**src/rtl/vector_writeback_if.sv**
```systemverilog
// Bundles the two datapath handshakes of the writeback stage:
//   - lane side:  in_valid / in_ready / in_data / in_vd (+ in_mask when
//                 VWB_LANE_MASK_EN is defined)
//   - rf side:    rf_busy / rf_we / rf_waddr / rf_wdata (+ rf_wmask when
//                 VWB_LANE_MASK_EN is defined)
// Modports:
//   slave  - the writeback block (consumes lane results, drives the RF port)
//   master - the surrounding environment (lane array + register file)
interface vector_writeback_if #(
    parameter int LANES = 4,
    parameter int WIDTH = 8,
    parameter int AW    = 4
);
    logic                   in_valid;
    logic                   in_ready;
    logic [LANES*WIDTH-1:0] in_data;
    logic [AW-1:0]          in_vd;
    logic                   rf_busy;
    logic                   rf_we;
    logic [AW-1:0]          rf_waddr;
    logic [LANES*WIDTH-1:0] rf_wdata;
`ifdef VWB_LANE_MASK_EN
    logic [LANES-1:0]       in_mask;
    logic [LANES-1:0]       rf_wmask;
`endif

    modport slave (
`ifdef VWB_LANE_MASK_EN
        input  in_mask,
        output rf_wmask,
`endif
        input  in_valid,
        input  in_data,
        input  in_vd,
        input  rf_busy,
        output in_ready,
        output rf_we,
        output rf_waddr,
        output rf_wdata
    );

    modport master (
`ifdef VWB_LANE_MASK_EN
        output in_mask,
        input  rf_wmask,
`endif
        output in_valid,
        output in_data,
        output in_vd,
        output rf_busy,
        input  in_ready,
        input  rf_we,
        input  rf_waddr,
        input  rf_wdata
    );
endinterface

```
**src/rtl/vector_writeback.sv**
```systemverilog
// vector_writeback
//   Collects a LANES*WIDTH lane result word plus its destination register,
//   buffers it in a DEPTH-entry FIFO and drains the FIFO into the vector
//   register file write port. Also answers pending-write hazard queries from
//   issue and keeps a saturating count of completed writes.
//
// Optional feature macro: VWB_LANE_MASK_EN
//   When defined, each entry carries a per-lane write mask (in_mask), the
//   mask is presented with the write (rf_wmask), and entries whose mask is
//   all-zero are drained without raising rf_we and without being counted.
//   When undefined, every entry writes all lanes.
//
// Ports:
//   clock      in   rising-edge clock
//   reset      in   asynchronous, active-high reset
//   bus        slave modport of vector_writeback_if (lane input handshake
//              and register file write port)
//   query_vd   in   register the issue stage wants to read
//   query_hit  out  combinational; query_vd has a write pending in the FIFO
//                   or in the rf_we stage
//   wb_count   out  saturating count of cycles with rf_we = 1
//   empty      out  FIFO empty and no rf_we this cycle
module vector_writeback #(
    parameter int LANES = 4,
    parameter int WIDTH = 8,
    parameter int DEPTH = 4,
    parameter int AW    = 4
) (
    input  logic                  clock,
    input  logic                  reset,
    vector_writeback_if.slave     bus,
    input  logic [AW-1:0]         query_vd,
    output logic                  query_hit,
    output logic [15:0]           wb_count,
    output logic                  empty
);

    localparam int DW = LANES * WIDTH;
    localparam int PW = (DEPTH > 1) ? $clog2(DEPTH) : 1;
    localparam int CW = $clog2(DEPTH + 1);
    localparam logic [CW-1:0] FULL_CNT = CW'(DEPTH);

    logic [DW-1:0]    data_mem [DEPTH];
    logic [AW-1:0]    vd_mem   [DEPTH];
    logic [DEPTH-1:0] valid_q;

    logic [PW-1:0]    wptr_q;
    logic [PW-1:0]    rptr_q;
    logic [CW-1:0]    count_q;

    logic             rf_we_q;
    logic [AW-1:0]    rf_waddr_q;
    logic [DW-1:0]    rf_wdata_q;
    logic [15:0]      wb_count_q;

    logic             full;
    logic             push;
    logic             pop;
    logic             head_writes;

`ifdef VWB_LANE_MASK_EN
    logic [LANES-1:0] mask_mem [DEPTH];
    logic [LANES-1:0] rf_wmask_q;

    // An all-zero mask still drains the entry but must not strobe the RF.
    assign head_writes = (mask_mem[rptr_q] != '0);
    assign bus.rf_wmask = rf_wmask_q;
`else
    assign head_writes = 1'b1;
`endif

    // in_ready depends only on registered occupancy, so a pop in the same
    // cycle never opens the door for a push into a full FIFO.
    assign full         = (count_q == FULL_CNT);
    assign bus.in_ready = !full;
    assign push         = bus.in_valid && !full;
    assign pop          = (count_q != '0) && !bus.rf_busy;

    assign bus.rf_we    = rf_we_q;
    assign bus.rf_waddr = rf_waddr_q;
    assign bus.rf_wdata = rf_wdata_q;
    assign wb_count     = wb_count_q;
    assign empty        = (count_q == '0) && !rf_we_q;

    // Entry storage; contents are meaningless unless the valid bit is set,
    // so the arrays themselves are not reset.
    always_ff @(posedge clock) begin
        if (push) begin
            data_mem[wptr_q] <= bus.in_data;
            vd_mem[wptr_q]   <= bus.in_vd;
`ifdef VWB_LANE_MASK_EN
            mask_mem[wptr_q] <= bus.in_mask;
`endif
        end
    end

    always_ff @(posedge clock or posedge reset) begin
        if (reset) begin
            wptr_q     <= '0;
            rptr_q     <= '0;
            count_q    <= '0;
            valid_q    <= '0;
            rf_we_q    <= 1'b0;
            rf_waddr_q <= '0;
            rf_wdata_q <= '0;
            wb_count_q <= '0;
`ifdef VWB_LANE_MASK_EN
            rf_wmask_q <= '0;
`endif
        end else begin
            if (push) begin
                wptr_q          <= wptr_q + PW'(1);
                valid_q[wptr_q] <= 1'b1;
            end

            if (pop) begin
                rptr_q     <= rptr_q + PW'(1);
                rf_waddr_q <= vd_mem[rptr_q];
                rf_wdata_q <= data_mem[rptr_q];
`ifdef VWB_LANE_MASK_EN
                rf_wmask_q <= mask_mem[rptr_q];
`endif
            end

            // Pointers differ whenever push and pop are both active (the FIFO
            // is non-empty for pop and non-full for push), so the clear can
            // never collide with the set above.
            if (pop) begin
                valid_q[rptr_q] <= 1'b0;
            end

            rf_we_q <= pop && head_writes;

            case ({push, pop})
                2'b10:   count_q <= count_q + CW'(1);
                2'b01:   count_q <= count_q - CW'(1);
                default: count_q <= count_q;
            endcase

            if (rf_we_q && (wb_count_q != 16'hFFFF)) begin
                wb_count_q <= wb_count_q + 16'd1;
            end
        end
    end

    always_comb begin
        query_hit = rf_we_q && (rf_waddr_q == query_vd);
        for (int i = 0; i < DEPTH; i++) begin
            if (valid_q[i] && (vd_mem[i] == query_vd)) begin
                query_hit = 1'b1;
            end
        end
    end

endmodule

```
**src/flat_wrapper.sv**
```systemverilog
// flat-port wrapper written by rule: the top's interface ports become plain ports
module vector_writeback_flat 
#(
    parameter int LANES = 4,
    parameter int WIDTH = 8,
    parameter int DEPTH = 4,
    parameter int AW    = 4
)
  (clock, reset, query_vd, query_hit, wb_count, empty, bus_in_valid, bus_in_data, bus_in_vd, bus_rf_busy, bus_in_ready, bus_rf_we, bus_rf_waddr, bus_rf_wdata);
  vector_writeback_if #(.LANES(LANES), .WIDTH(WIDTH), .AW(AW)) bus_i ();
  input  logic clock;
  input  logic reset;
  input  logic [AW-1:0] query_vd;
  output logic query_hit;
  output logic [15:0] wb_count;
  output logic empty;
  input wire logic [$bits(bus_i.in_valid)-1:0] bus_in_valid;
  input wire logic [$bits(bus_i.in_data)-1:0] bus_in_data;
  input wire logic [$bits(bus_i.in_vd)-1:0] bus_in_vd;
  input wire logic [$bits(bus_i.rf_busy)-1:0] bus_rf_busy;
  output wire logic [$bits(bus_i.in_ready)-1:0] bus_in_ready;
  output wire logic [$bits(bus_i.rf_we)-1:0] bus_rf_we;
  output wire logic [$bits(bus_i.rf_waddr)-1:0] bus_rf_waddr;
  output wire logic [$bits(bus_i.rf_wdata)-1:0] bus_rf_wdata;
  assign bus_i.in_valid = bus_in_valid;
  assign bus_i.in_data = bus_in_data;
  assign bus_i.in_vd = bus_in_vd;
  assign bus_i.rf_busy = bus_rf_busy;
  assign bus_in_ready = bus_i.in_ready;
  assign bus_rf_we = bus_i.rf_we;
  assign bus_rf_waddr = bus_i.rf_waddr;
  assign bus_rf_wdata = bus_i.rf_wdata;
  vector_writeback #(.LANES(LANES), .WIDTH(WIDTH), .DEPTH(DEPTH), .AW(AW)) u_core (.clock(clock), .reset(reset), .bus(bus_i), .query_vd(query_vd), .query_hit(query_hit), .wb_count(wb_count), .empty(empty));
endmodule
```
**config.mk**
```make
export PLATFORM = sky130hd
export DESIGN_NAME = vector_writeback_flat
export DESIGN_NICKNAME = d
export VERILOG_FILES = /design/src/rtl/vector_writeback_if.sv /design/src/rtl/vector_writeback.sv /design/src/flat_wrapper.sv
export SDC_FILE = /design/constraint.sdc
export NUM_CORES = 1
export LEC_CHECK = 0
export CAP_MARGIN = 20
export CORE_AREA = 2 2 121 123
export CTS_CLUSTER_DIAMETER = 150
export DETAILED_ROUTE_END_ITERATION = 8
export DIE_AREA = 0 0 123 125
export GPL_TIMING_DRIVEN = 0
export PLACE_DENSITY_LB_ADDON = 0.1
export SLEW_MARGIN = 20
export SYNTH_ARGS = -nofsm -noshare
export SYNTH_HDL_FRONTEND = slang
export SYNTH_SLANG_ARGS = --single-unit
```
**constraint.sdc**
```tcl
create_clock -name clock -period 3.1 [get_ports clock]
set_input_delay 0.31 -clock clock [delete_from_list [all_inputs] [get_ports clock]]
set_output_delay 0.31 -clock clock [all_outputs]
set_load 0.005 [all_outputs]
```
# Yosys cells after proc, flatten, opt, wreduce, memory -nomap -nowiden

Memories as Yosys holds them, arrays and structs flattened. A register that Yosys moved wholly into a read port is not among the register bits.
Index checks and enable logic that the tools add are counted.

Bits of input ports: 44
Memories kept: 2
ROM bits: 0
Latch bits: 0
Flip-flop bits (word level): 28
Bits in writable memories: 144
Output and inout port bits: 56

Memories:

| name            | depth | bits a word | read ports | clocked after Yosys merged registers in | wr ports | line                   | text |
|---|---|---|---|---|---|---|---|
| u_core.data_mem | 4     | 32          | 1          | 1                                       | 1        | vector_writeback.sv:43 | `logic [DW-1:0] data_mem [DEPTH];` |
| u_core.vd_mem   | 4     | 4           | 5          | 1                                       | 1        | vector_writeback.sv:44 | `logic [AW-1:0] vd_mem [DEPTH];` |

$lt $le $gt $ge: 4
Bitwise logic cells: 3
Muxes and demuxes: 13
Eq/ne operators: 9
Shift-type cells: 0
Reduce and logical (&&, ||, !) cells: 17
Div/mod/pow operators: 0
Add/sub/neg operators: 5
Multiply operators: 0

Operators with widths:

| cell                                                | number |
|---|---|
| equality test 4 bit                                 | 5 |
| adder 16 x 1 -> 16 bit, second input constant       | 1 |
| inequality test 16 bit, second input constant       | 1 |
| logical AND 1 bit                                   | 11 |
| two-way mux 1 bit                                   | 8 |
| two-way mux 4 bit                                   | 2 |
| < comparator 2 x 3 -> 1 bit, second input constant  | 2 |
| case mux 3 bit (2 select lines)                     | 1 |
| adder 2 x 1 -> 2 bit, second input constant         | 2 |
| AND 4 bit                                           | 1 |
| demux 1 bit (select 2 bit)                          | 2 |
| >= comparator 2 x 1 -> 1 bit, second input constant | 2 |
| inverter 4 bit                                      | 1 |
| bitwise OR 4 bit                                    | 1 |
| adder 3 x 1 -> 3 bit, second input constant         | 1 |
| equality test 3 bit, second input constant          | 1 |
| zero test 1 bit                                     | 3 |
| zero test 3 bit                                     | 1 |
| nonzero test 3 bit                                  | 1 |
| subtractor 3 x 1 -> 3 bit, second input constant    | 1 |
| equality test 2 x 1 -> 1 bit, second input constant | 1 |
| equality test 2 bit, second input constant          | 1 |
| nonzero test 2 bit                                  | 1 |

# Logic depth before layout (Yosys ltp)

Word-level depth: 8
Depth in mapped cells: 10
Gate-level depth less buffers: 10

# Worst setup path after synthesis

No wires, ideal clock.

Path kind: register -> register
From: register u_core.count_q[0]
To: memory u_core.data_mem[0][0] in the netlist's numbering, enable pin
Data arrival time: 1567 ps
Slack: 1135 ps
Data required time: 2702 ps
Library setup time: 398 ps
Path buffers: 0
Cell stages (with the launch flop): 4
Path through: dfrtp_1 > inv_1 > nand3_1 > and3_1

Longest elaborated chain between the ends: 5

RTL lines:

| item                                    | line                    | text |
|---|---|---|
| from (decl)                             | vector_writeback.sv:49  | `logic [CW-1:0] count_q;` |
| from (signal assigned)                  | vector_writeback.sv:135 | `2'b10: count_q <= count_q + CW'(1);` |
| from (signal assigned)                  | vector_writeback.sv:136 | `2'b01: count_q <= count_q - CW'(1);` |
| from (signal assigned)                  | vector_writeback.sv:137 | `default: count_q <= count_q;` |
| equality test 3 bit                     | vector_writeback.sv:74  | `assign full = (count_q == FULL_CNT);` |
| zero test 1 bit                         | --                      |  |
| via bus_in_ready                        | flat_wrapper.sv:21      | `output wire logic [$bits(bus_i.in_ready)-1:0] bus_in_ready;` |
| logical AND 1 bit                       | vector_writeback.sv:76  | `assign push = bus.in_valid && !full;` |
| two-way mux 1 bit                       | vector_writeback.sv:88  | `if (push) begin` |
| two-way mux 1 bit (implied by the code) | vector_writeback.sv:89  | `data_mem[wptr_q] <= bus.in_data;` |
| to (decl)                               | vector_writeback.sv:43  |  |

The timed path passes the listed nets, and every way through them passes these cells.

==> parameters.txt <==
Parameter                              Value

Outcome
  Result of the run    finished, final reports clean

Clock tree
  Hold_buf cts    0
  Clock-pin slew on the worst setup and hold paths    0.06 ns
  Number of buffers between clock root and the deepest sink    3
  Number of sinks driven by the clock tree    208
  CTS tree    yes
  CTS buffer count    22
  H-tree lvl count    1
  Root Buffer Master    sky130_fd_sc_hd__clkbuf_16
  Setup Buffers After CTS    0
  Post-CTS resize count    0
  Clock latency on the worst-skew pair    0.50 ns

Logic synthesis
  Number of enable flip-flop cells after synthesis    144
  Most used flip-flop cell after synthesis    sky130_fd_sc_hd__edfxtp_1
  Leading area contributor after synthesis    sky130_fd_sc_hd__edfxtp_1
  Share of flip-flops with an asynchronous set or reset after synthesis    30.8%
  Xor/xnor share of the synthesized area    3.97%
  Synth top area share    53.0%
  Synthesized-area fraction occupied by ao, oa, aoi and oai cells    1.06%
  Simple-gate portion of the synthesized area    3.68%
  Total number of yosys warnings    0
  Biggest area contributors in the synthesized netlist    sky130_fd_sc_hd__edfxtp_1, sky130_fd_sc_hd__dfrtp_1, sky130_fd_sc_hd__mux4_2
  Post-Synthesis Net Count    481
  Adder and majority cell fraction of the synthesized area    1.78%
  Count of unique library cells instantiated by Yosys    35
  Post-synthesis mux area share    15.2%
  Cells after synthesis    426
  Dominant combinational cell family by area after synthesis    multiplexers
  Synthesized flop and latch total    ~210
  Area of the mapped netlist    8160 um^2
  Average instance area after synthesis    between 15 and 20 um^2
  Sequential-to-total area share from yosys stat    72.6%

Pwr
  Pwr Total    0.00932 W
  Part of the power in combinational logic    29.9%
  Part of the power in the clock network    25.7%
  Leakage power    3.66 nW
  P per Cell Area    919 nW/um^2
  Peak supply drop    around 0.56 mV
  Sequential share of power    ~44%
  Switching share of total power    27.0%
  Power spent charging and discharging nets    0.00252 W
  Internal portion of total power    0.00680 W

Die
  Core Area    14,200 um^2
  Die area    15,400 um^2
  Chip width    123 um
  Initial core utilization    57.4%
  Placement Rows    between 40 and 50
  Height of the die    approximately 130 um
  Num ports    100

Setup path
  Startpoint class of the critical path    flip-flop
  Capturing element type of the critical path    output pin
  CP cell instances    xor2_1, nor4_1, a31oi_1, nand3_1, clkdlybuf4s50_1
  Maximum net fanout on the critical path    2
  Delay of the slowest cell on the worst path    0.50 ns
  Number of cell instances on the worst register-to-register path    9
  Class of the most critical setup path    reg -> out
  Slowest cell on the critical path    sky130_fd_sc_hd__clkdlybuf4s50_1
  Arrival time worst endpoint    2.10 ns
  Critical path required time    2.79 ns

Global routing
  Largest net degree at the start of global routing    between 50 and 60
  Via count of the first global-routing pass    4,497
  Remaining global-route overflow    0
  Global-route wire length before repair    approximately 24,000 um
  All-layer global routing usage    20.8%
  Antenna violations before repair    0

Final layout
  Most common cell after layout, fill and taps aside    sky130_fd_sc_hd__edfxtp_1
  Fillers    894
  Post-route design area    10,100 um^2
  Antenna diodes    0
  Area Growth Syn to Fin    24.2%
  Fraction of final layout cells with drive strength greater than 1    22.6%
  Highest-count cells in the layout ignoring fill and taps    sky130_fd_sc_hd__edfxtp_1, sky130_fd_sc_hd__clkdlybuf4s50_1, sky130_fd_sc_hd__dfrtp_1
  # nets final    605
  End-of-flow core utilization    71.3%

STA
  Largest clock skew in the final design    0.0248 ns
  Number of setup violations in the final report    0
  Worst hold margin    0.100 ns
  Max-slew violation count    0
  Final hold violation count    0
  Relative slew margins    approximately half
  Final period demand of the worst path    2.41 ns
  Worst-Margin Slew    0.754 ns
  Final worst-path cycle share    77.8%
  Max Freq    between 400 and 500 MHz
  Unrepaired setup endpoints after global routing    false
  Final setup slack of the worst path    around 0.69 ns

Route
  Vias    4,169
  Detailed Routing Iterations Pass 1    4
  DRC    0
  Per-cell via count in the routed design    ~5.6
  Detailed router's first-iteration violation count    about 200
  Final wirelength    between 15,000 and 20,000 um
  Wire length per cell after detailed routing    20.1 um
  Count of nets left with antenna violations after detail routing    0

Placement
  Port bufs    95
  GPL Wtd Cong    0.796
  Cell area after placement    9460 um^2
  Pre-CTS WS    0.507 ns
  Detailed-placement wirelength estimate    approximately 10000 um

Worst hold path
  Min-Delay Path Class    in -> async

Job
  Max Cap Violations    0
-- through the flow --
| step | instances | setup TNS, ns |
|---|---|---|
| 3_5_place_dp | 710 | 0 |
| 5_1_grt | 750 | 0 |
| 6_report | 750 | 0 |
| 2_1_floorplan | 426 | 0 |
| 3_3_place_gp | 705 | -14.22 |
| 4_1_cts | 750 | 0 |
-- critical path: cells and delay by family (launching register included) --
kind | cells | cell delay (ns)
DFF | 1 | 0.42
buffers and inverters | 1 | 0.50
and+or+nand+nor | 2 | 0.44
xor gates and xnor gates | 1 | 0.17
AOI/OAI and AO/OA | 1 | 0.08
-- worst paths after layout --
path                                                           from                                  end  slack, ns
worst max-delay path                  u_core.vd_mem[2][3]$_DFFE_PP_                            query_hit       0.69
worst min-delay path                                          reset  u_core.bus.rf_wdata[11]$_DFFE_PP0P_       0.10
worst max register to register        u_core.count_q[0]$_DFFE_PP0P_        u_core.count_q[2]$_DFFE_PP0P_       0.78
worst min register to register  u_core.bus.rf_wdata[13]$_DFFE_PP0P_  u_core.bus.rf_wdata[13]$_DFFE_PP0P_       0.50
max in group asynchronous                                     reset   u_core.bus.rf_wdata[3]$_DFFE_PP0P_       2.44
min in group clock                                  bus_in_data[23]     u_core.data_mem[0][23]$_DFFE_PP_       0.43
-- layout make-up --
type	count	area, um^2	area share (%)
Buffer	16	92.6	0.914
Clock buffer	36	643	6.35
Clock inverter	4	30.0	0.296
Inverter	12	47.5	0.469
Multi-Input combinational cell	190	2100	20.7
Sequential cell	208	5930	58.5
Tap cell	184	230	2.27
Timing Repair Buffer	100	1070	10.5
-- Yosys cell counts (all sizes together) (6+ instances only) --
library cell and n:
nand2 10, clkbuf 6, nor2 11, ha 10
buf 10, dfrtp 64, mux4 36, mux2 37
nand4 6, nand3 8, edfxtp 144, xnor2 14
nor3 8, and3 6, inv 12, xor2 23
-- state kept, by name (all words and copies together) (netlist names) --
| name | cells |
|---|---|
| u_core.vd_mem | 16 |
| u_core.valid_q | 4 |
| u_core.bus.rf_we | 1 |
| u_core.rptr_q | 2 |
| u_core.count_q | 3 |
| u_core.wptr_q | 2 |
| u_core.bus.rf_waddr | 4 |
| u_core.bus.rf_wdata | 32 |
| u_core.data_mem | 128 |
| u_core.wb_count | 16 |
-- logic make-up (layout without fill, tap and decap cells) --
| family | count (synthesis) | count (layout) |
|---|---|---|
| muxes | 74 | 74 |
| buffers and inverters | 28 | 168 |
| AOI/OAI and AO/OA | 12 | 12 |
| adders and majority gates | 11 | 11 |
| xor gates and xnor gates | 37 | 37 |
| and+or+nand+nor | 56 | 56 |
| DFF | 208 | 208 |
-- power by group through the flow --
stage	clock, W	combinational (W)	sequential, W
after CTS	0.00245	0.00284	0.00415
final	0.00240	0.00278	0.00414
after detailed placement	0	0.00282	0.00419
after global placement	0	0.00269	0.00416
after global routing	0.00258	0.00303	0.00422
after floorplan	0	0.00162	0.00412
-- layer usage --
metal | vias up | share of wire [%] | track usage [%]
met2 | 109 | 51 | 35.3
met4 | 0 | 2.1 | 5.88
met3 | 29 | 5.6 | 4.56
met1 | 2143 | 41 | 27.4
met5 | - | 0 | 0
li1 | 1888 | - | -
(Power assumes the default switching activity.)
